==> config.mk <==
export PLATFORM = sky130hd
export DESIGN_NAME = spi_rx_deser
export DESIGN_NICKNAME = d
export VERILOG_FILES = /design/src/rtl/spi_rx_deser.sv
export SDC_FILE = /design/constraint.sdc
export NUM_CORES = 1
export LEC_CHECK = 0
export ABC_CLOCK_PERIOD_IN_PS = 1830
export CAP_MARGIN = 20
export CORE_AREA = 2 2 60 62
export CTS_BUF_LIST = sky130_fd_sc_hd__clkbuf_8
export CTS_CLUSTER_DIAMETER = 60
export DETAILED_ROUTE_END_ITERATION = 10
export DIE_AREA = 0 0 62 64
export GPL_TIMING_DRIVEN = 0
export PLACE_DENSITY = 0.68
export SETUP_SLACK_MARGIN = 0.02
export SYNTH_ARGS = -nofsm -noshare
export SYNTH_HDL_FRONTEND = slang
export SYNTH_SLANG_ARGS = --single-unit
==> constraint.sdc <==
create_clock -name clk -period 1.83 [get_ports clk]
set_input_delay 0.366 -clock clk [delete_from_list [all_inputs] [get_ports clk]]
set_output_delay 0.366 -clock clk [all_outputs]
set_load 0.02 [all_outputs]
==> src/rtl/spi_rx_deser.sv <==
// Serial-to-parallel receiver: collects WIDTH strobed bits into a word and
// holds it for a consumer with acknowledge, overrun detection and frame abort.
module spi_rx_deser #(
  parameter int unsigned WIDTH     = 10,
  parameter int unsigned MSB_FIRST = 1
) (
  input  logic                             clk,
  input  logic                             rst_n,
  input  logic                             in,
  input  logic                             enable,
  input  logic                             clear,
  input  logic                             out_ack,
  output logic [WIDTH-1:0]                 out,
  output logic                             out_valid,
  output logic                             finish,
  output logic                             overrun,
  output logic                             busy,
  output logic [$clog2(WIDTH+1)-1:0]       bit_cnt
);

  localparam int unsigned CW = $clog2(WIDTH + 1);

  localparam logic [0:0] IDLE  = 1'b0;
  localparam logic [0:0] SHIFT = 1'b1;

  logic [0:0]       state_q, state_d;
  logic [WIDTH-1:0] sr_q, sr_d;
  logic [WIDTH-1:0] shifted_c;
  logic [WIDTH-1:0] out_d;
  logic             valid_d, finish_d, overrun_d, busy_d;
  logic [CW-1:0]    cnt_d;

  // Shift register with the incoming bit inserted at the end that matches the bit order
  always_comb begin
    if (MSB_FIRST != 0) shifted_c = {sr_q[WIDTH-2:0], in};
    else                shifted_c = {in, sr_q[WIDTH-1:1]};
  end

  // Next-state and output logic
  always_comb begin
    state_d   = state_q;
    sr_d      = sr_q;
    cnt_d     = bit_cnt;
    out_d     = out;
    valid_d   = out_valid & ~out_ack;
    finish_d  = 1'b0;
    overrun_d = overrun;

    if (clear) begin
      state_d   = IDLE;
      sr_d      = '0;
      cnt_d     = '0;
      valid_d   = 1'b0;
      overrun_d = 1'b0;
    end else if (enable) begin
      case (state_q)
        IDLE: begin
          sr_d    = shifted_c;
          cnt_d   = CW'(1);
          state_d = SHIFT;
        end
        SHIFT: begin
          if (bit_cnt == CW'(WIDTH - 1)) begin
            out_d    = shifted_c;
            valid_d  = 1'b1;
            finish_d = 1'b1;
            // An unacknowledged word is being replaced
            if (out_valid && !out_ack) overrun_d = 1'b1;
            sr_d     = '0;
            cnt_d    = '0;
            state_d  = IDLE;
          end else begin
            sr_d  = shifted_c;
            cnt_d = bit_cnt + CW'(1);
          end
        end
        default: begin
          state_d = IDLE;
          sr_d    = '0;
          cnt_d   = '0;
        end
      endcase
    end

    busy_d = (state_d == SHIFT);
  end

  // State and output registers
  always_ff @(posedge clk or negedge rst_n) begin
    if (!rst_n) begin
      state_q   <= IDLE;
      sr_q      <= '0;
      bit_cnt   <= '0;
      out       <= '0;
      out_valid <= 1'b0;
      finish    <= 1'b0;
      overrun   <= 1'b0;
      busy      <= 1'b0;
    end else begin
      state_q   <= state_d;
      sr_q      <= sr_d;
      bit_cnt   <= cnt_d;
      out       <= out_d;
      out_valid <= valid_d;
      finish    <= finish_d;
      overrun   <= overrun_d;
      busy      <= busy_d;
    end
  end

endmodule

==> metrics <==
outcome completed; synthesis-stage register bit count 27; setup bufs post-CTS 0; Leakage Power 0.711 nW; Finished Layout Cells 153; gpl congestion 0.715; I/O pin count 24; CP max-delay cell clkdlybuf4s50_1; Die W 62 um; clock skew 2.49 ps; initial core utilization 34.0%; Critical Path End Type output port; port buffer count 21; worst-path fanout max 7; main flop type after synthesis dfrtp_1; commonest non-fill, non-tap cell in the layout dfrtp_1; CP Cell Sequence clkdlybuf4s50_1; CTS buffer count 3; fin. max-slew vios 0; synth-to-layout area growth 30.5%; Max transition margin 57.4%; GRT overflow 0; syn_area_per_cell 13.8 um^2; Residual DRC 0; largest area contributor in the netlist dfrtp_1; CP peak stage delay 650 ps; CTS tree yes; Place WS 108 ps; fin crit share 94.5%; Hold Buf Count CTS 0; H-tree levels 1; clk sink count 27; pwr/cell area 691 nW/um^2; Worst Path Arrival 1360 ps; Netlist cell types 27; largest cells by area after synthesis dfrtp_1 (61%), mux2_2 (10%), a22o_1 (7.1%); Critical Path Start Type register; antenna violation net count after detailed routing 0; unrepaired setup endpoints after global routing no; post-cts gate resize count 0; number of max-cap violations 0; number of diodes 0; clock slew at reported path FFs 80 ps; worst min-delay path category in2reg; Slew @ Worst Pin 637 ps; core area 3280 um^2; TNS Setup 0 ps; Fill cells 333; area occupied by multi-input gates 389 um^2; drt via density 4.71; share of the yosys chip area belonging to registers 60.5%; most frequent cells in the layout dfrtp_1 (27), clkdlybuf4s50_1 (21), mux2_2 (10); CTS Root Cell clkbuf_8; fin worst setup slack 101 ps; clk buf depth 2; yosys warns 0; placed cell areas 1410 um^2; minimum clock period 1730 ps; Final Setup Violations 0; Max VDD drop 0.000535 V; first-pass GRT wire length 3530 um; num rows 21; async set-reset flop share out of synthesis 100%; router iterations before antenna repair 4; kind of critical path reg2out; Hold Vio Cnt, Final 0; GRT Util Overall 11.7%; f_max 578 MHz; Crit path max-delay family buffers and inverters; Post-synth EDFFs 0; Reg area 676 um^2; drt total wl 2090 um; number of global-route vias before repair 762; top-area cell type share of the netlist area 60.5%; Layout Nets 116; worst endpoint required time 1460 ps; via count 720; layout cell share with drive strength beyond 1 19.6%; Clk Latency, worst-skew pair 270 ps; dpl cells 149; Netlist Area Pre-Place 1120 um^2; fin area 1460 um^2; Die ar. 3970 um^2; DR iter-0 viols 14; die height 64 um; Post-DP HPWL 1480 um; Routed wire per std cell 13.7 um; cell count after synthesis 81; Crit path buffers/inverters 1; post-synthesis net count 89; largest net degree at the start of global routing 18; initial antenna violation count 0
## sequential cells by signal, summed over array words and instances, names as in the netlist
name / cells
state_q: 1
overrun: 1
sr_q: 9
out_valid: 1
bit_cnt: 4
finish: 1
out: 10
## cell usage after synthesis, drive strengths merged (2+ instances only)
| library cell | number |
|---|---|
| a21oi | 2 |
| a22o | 9 |
| buf | 3 |
| dfrtp | 27 |
| ha | 2 |
| inv | 6 |
| mux2 | 10 |
| nand2 | 2 |
| nand3b | 2 |
| nor2 | 3 |
| nor3 | 3 |
## per-layer routing
metal / wire, um / global-route usage (%) / up-vias
met1: 940 / 15.7 / 352
met3: 134 / 4.25 / 0
met2: 1020 / 18.0 / 22
met4: 0 / 2.39 / 0
li1: - / - / 346
met5: 0 / 0 / -
## power breakdown
| part | total [mW] | leakage, nW | switching (mW) | internal [mW] |
|---|---|---|---|---|
| Sequential | 0.611 | 0.374 | 0.00837 | 0.602 |
| Clock | 0.324 | 0.0269 | 0.174 | 0.150 |
| Combinational | 0.0720 | 0.311 | 0.0413 | 0.0308 |
| Total | 1.01 | 0.711 | 0.223 | 0.783 |
## layout make-up
class                   count  area share (%)
multi-input cells          44            26.7
inverters                   6            1.55
clock buffers               3            2.84
repair buffers             22            16.3
plain buffers               4            1.98
flip-flops and latches     27            46.4
clock inverters             1           0.258
well taps                  46            3.95
## per-stage QoR
stage	hold slack (ps)	total power [mW]	utilization [%]
global placement	480	0.687	42.1
floorplan	70.4	0.654	-
detailed placement	489	0.696	43.0
CTS	346	1.03	44.3
finish	359	1.01	44.3
global route	355	1.06	44.3
## logic make-up (layout without fill, tap and decap cells)
| logic type | after synthesis | in the layout | synth area share [%] |
|---|---|---|---|
| AO/OA/AOI/OAI | 18 | 18 | 13.3 |
| XOR/XNOR | 1 | 1 | 0.785 |
| adder cells (fa/ha/maj) | 2 | 2 | 2.24 |
| buffers and inverters | 10 | 36 | 4.60 |
| flip-flops | 27 | 27 | 60.5 |
| multiplexers | 10 | 10 | 10.1 |
| AND/OR/NAND/NOR | 13 | 13 | 8.41 |
## worst paths after layout
check	from	to	slack, ps	cells past startpoint
setup / recovery	state_q	busy	100	1
hold / removal	enable	bit_cnt[3]	360	2
min in group asynchronous	rst_n	out[4]	460	1
setup reg to reg	bit_cnt[1]	out[1]	120	6
hold reg to reg	sr_q[8]	sr_q[8]	510	1
max in group asynchronous	rst_n	overrun	890	2
Note: power is estimated with default switching activity, not from simulation.
==> RTL edit 1: new RTL, same flow settings <==
The parameter `WIDTH` goes from 10 to 9.
--- a/src/rtl/spi_rx_deser.sv
+++ b/src/rtl/spi_rx_deser.sv
@@ -2,5 +2,5 @@
 // holds it for a consumer with acknowledge, overrun detection and frame abort.
 module spi_rx_deser #(
-  parameter int unsigned WIDTH     = 10,
+  parameter int unsigned WIDTH     = 9,
   parameter int unsigned MSB_FIRST = 1
 ) (
Ports: changed (resized out); port bits go from 24 to 23. The function was not compared with the original's and may differ.
==> RTL edit 1 against the original RTL <==
- wire length decreased by 4.1%
- synthesized area decreased by 2.2%
- sequential cell count decreased by 2
- final area decreased by 2.4%
- non-clock buffer count decreased by 1
- total power decreased by 1.5%
- utilization decreased by 1.1 points
- setup slack got worse by 0.020 ns
- count of clock-buffer cells in the layout unchanged
- hold slack got worse by 0.084 ns
- register-to-register slack got worse by 0.04 ns
- highest routed layer unchanged
==> RTL edit 1: results (changes against the original RTL) <==
status complete, no violations (unchanged); clock slew at reported path FFs 0.09 ns; Placed Cells 143 (was 149); WL final 2.01 mm (was 2.09 mm); leading registers by flop count out: 9 flops, sr_q: 8 flops, bit_cnt: 4 flops (was out: 10 flops, sr_q: 9 flops, bit_cnt: 4 flops); dominant cells by area after synthesis dfrtp_1 (57%), mux2_4 (11%), a22o_1 (6.4%) (was dfrtp_1 (61%), mux2_2 (10%), a22o_1 (7.1%)); clk root buf clkbuf_8 (unchanged); register area share after synthesis 57.3% (was 60.5%); CP peak stage delay 0.44 ns (was 0.65 ns); critical path's top delay family flip-flops (was buffers and inverters); wire length of the first global-routing pass 3.32 mm (was 3.53 mm); clock skew 0.00238 ns (was 0.00249 ns); Post-synth top cells dfrtp_1 (25), a22o_1 (8), mux2_4 (8) (was dfrtp_1 (27), mux2_2 (10), a22o_1 (9), inv_1 (6), nor2_1 (3)); Final Instance Count excl. Fillers 149 (was 153); vias in the first global route 716 (was 762); fin nets 112 (was 116); DP Area 0.00135 mm2 (was 0.00141 mm2); largest net degree at the start of global routing 26 (was 18); hpwl dp 1.38 mm (was 1.48 mm); met3 WL 95 um (was 134 um); Buf/Inv on CP 2 (was 1); Pleak 0.652 nW (was 0.711 nW); Rel. slew slack 57.8% (was 57.4%); Worst EP arrival 1.91 ns (was 1.36 ns); Initial DRC Count 26 (was 14); layout cells sized above 1 21.4% (was 19.6%); via count normalized by instance count 4.77 (was 4.71); design area 0.00142 mm2 (was 0.00146 mm2); fillers 309 (was 333); Port Buffers 20 (was 21); slowest stage cell, crit path dfrtp_1 (was clkdlybuf4s50_1); met1 usage 14.9% (was 15.7%); GRT Util Overall 11.1% (was 11.7%); Worst IR Drop VDD 0.000468 V (was 0.000535 V); WL met1 950 um (was 940 um); DR WL met2 960 um (was 1.02 mm); Detailed Routing Iterations Pass 1 2 (was 4); Post-Syn Nets 85 (was 89); Max FO, Critical Path 10 (was 7); syn_area_per_cell 14.2 um2 (was 13.8 um2)
==> RTL edit 1: power by group <==
part	switching [mW]	leakage [nW]	internal, mW
clock	0.187	0.0261	0.160
combinational	0.0426	0.281	0.0333
sequential	0.00907	0.345	0.560
==> RTL edit 1: logic make-up after synthesis <==
group	Yosys count	share of synthesized area, %
mux	10	13.0
fa+ha+maj	2	2.29
buf+inv	6	3.55
compound gates	19	13.9
flops	25	57.3
simple gates	15	9.98
==> RTL edit 1: area by class of cell <==
type / instances / share of cell area, %
multi-input cells: 46 / 30.0
clock inverters: 1 / 0.616
flip-flops and latches: 25 / 44.0
clock buffers: 3 / 2.90
inverters: 3 / 0.792
well taps: 46 / 4.05
plain buffers: 3 / 1.94
repair buffers: 22 / 15.7
==> RTL edit 1: final timing paths <==
| path | endpoint | start | slack [ns] |
|---|---|---|---|
| max in group asynchronous | out[0] | rst_n | 0.95 |
| worst max-delay path | out[3] | bit_cnt[0] | 0.08 |
| min in group asynchronous | bit_cnt[1] | rst_n | 0.41 |
| worst min-delay path | bit_cnt[2] | clear | 0.27 |
| worst min register to register | overrun | overrun | 0.49 |
| worst max register to register | out[3] | bit_cnt[0] | 0.08 |
==> RTL edit 1: repair_timing <==
action,4_1_cts,5_1_grt
hold buffers,0,0
setup buffers,0,1
setup endpoints to repair,0,4
endpoints found under the hold margin,0,0
==> RTL edit 1: stage by stage <==
step / power [mW] / setup slack, ns
5_1_grt: 1.04 / 0.0179
4_1_cts: 1.00 / 0.0872
3_3_place_gp: 0.650 / 0.131
3_5_place_dp: 0.654 / 0.0965
2_1_floorplan: 0.616 / 0.181
6_report: 0.991 / 0.0808
==> RTL edit 2: new RTL, same settings <==
Without the edit above. Take the reset off `sr_q` and load it in a clocked block of its own.
--- a/src/rtl/spi_rx_deser.sv
+++ b/src/rtl/spi_rx_deser.sv
@@ -90,5 +90,4 @@
     if (!rst_n) begin
       state_q   <= IDLE;
-      sr_q      <= '0;
       bit_cnt   <= '0;
       out       <= '0;
@@ -99,5 +98,4 @@
     end else begin
       state_q   <= state_d;
-      sr_q      <= sr_d;
       bit_cnt   <= cnt_d;
       out       <= out_d;
@@ -109,4 +107,8 @@
   end
 
+  always_ff @(posedge clk) begin
+    sr_q <= sr_d;
+  end
+
 endmodule
 
Check against the original RTL: same outputs for any inputs over 10 cycles, from zero or initial values and one cycle with rst_n low; that may be too few to reach the edited logic, so the function may still have changed.
==> RTL edit 2 against the original RTL <==
- wire length is 7.1% lower
- synthesized area is 4.4% lower
- final area is 1.7% lower
- setup slack worse by 0.026 ns
- final cell count is 2.0% lower
- total power is 0.86% lower
- fmax is 1.5% lower
- sequential cell count stayed put
- via count is 3.9% lower
- utilization is 0.76 points lower
- highest routed layer is now met4
==> RTL edit 2: results (changes against the original RTL) <==
via count 692 (was 720); register area share after synthesis 59.1% (was 60.5%); Worst R2R Setup Slack 0.08 ns (was 0.12 ns); Post-Syn Nets 84 (was 89); Worst IR Drop VDD 0.000263 V (was 0.000535 V); wire length of the first global-routing pass 3.43 mm (was 3.53 mm); GR Util met2 16.0% (was 18.0%); worst hold stages 1 (was 2); clock skew 0.00228 ns (was 0.00249 ns); Gate power share 6.1% (was 7.2%); fraction of registers with async set/reset 66.7% (was 100%); CP peak stage delay 0.44 ns (was 0.65 ns); Final Instance Count excl. Fillers 150 (was 153); Worst setup EP type register (was output pin); status complete, no violations (unchanged); layout cells sized above 1 21.2% (was 19.6%); Placer Congestion 0.754 (was 0.715); largest net degree at the start of global routing 19 (was 18); GRT Util Overall 11.7% (about the same); Port Buffers 23 (was 21); P_comb 61.1 uW (was 72.0 uW); critical path's top delay family simple AND/OR/NAND/NOR gates (was buffers and inverters); slowest stage cell, crit path dfrtp_2 (was clkdlybuf4s50_1); Yosys cell types 24 (was 27); Post-synth top cells dfrtp_1 (18), a22o_1 (10), dfxtp_1 (9), mux2_4 (8) (was dfrtp_1 (27), mux2_2 (10), a22o_1 (9), inv_1 (6), nor2_1 (3)); NetSw 219 uW (was 223 uW); vias in the first global route 704 (was 762); met1 usage 17.1% (was 15.7%)
-- RTL edit 2: worst min path at each step --
| stage | end | from | slack [ns] |
|---|---|---|---|
| 2_1_floorplan | bit_cnt[0] | rst_n | 0.07 |
| 3_3_place_gp | sr_q[8] | sr_q[8] | 0.46 |
| 3_5_place_dp | sr_q[8] | sr_q[8] | 0.47 |
| 4_1_cts | sr_q[8] | sr_q[8] | 0.49 |
| 5_1_grt | out[9] | sr_q[8] | 0.53 |
| 6_report | sr_q[8] | sr_q[8] | 0.49 |
-- RTL edit 2: routing by layer --
| metal | vias to the layer above | part of all wire (%) |
|---|---|---|
| li1 | 332 | - |
| met5 | - | 0 |
| met4 | 0 | 2.0 |
| met1 | 338 | 50 |
| met3 | 3 | 4.3 |
| met2 | 19 | 44 |
-- RTL edit 2: cells by family after synthesis --
logic type	count (synthesis)	synth area share, %
flip-flops	27	59.1
multiplexers	10	13.4
AND/OR/NAND/NOR	13	7.74
buffers and inverters	6	3.63
adder cells (fa/ha/maj)	2	2.34
AO/OA/AOI/OAI	17	13.0
XOR/XNOR	1	0.821
-- RTL edit 2: per-stage QoR --
stage                     instance area (um2)  hold slack [ns]  setup slack, ns
after floorplan                          1070           0.0704            0.111
after global placement                   1360            0.463         -0.00695
after detailed placement                 1360            0.470          -0.0224
after CTS                                1400            0.492           0.0478
after global routing                     1430            0.531           0.0122
final                                    1430            0.495           0.0757
-- RTL edit 2: layout make-up --
class | count | share of cell area, %
Clock buffer | 3 | 2.88
Timing Repair Buffer | 24 | 17.5
Buffer | 2 | 1.66
Inverter | 4 | 1.05
Clock inverter | 1 | 0.350
Multi-Input combinational cell | 43 | 28.4
Tap cell | 46 | 4.02
Sequential cell | 27 | 44.1
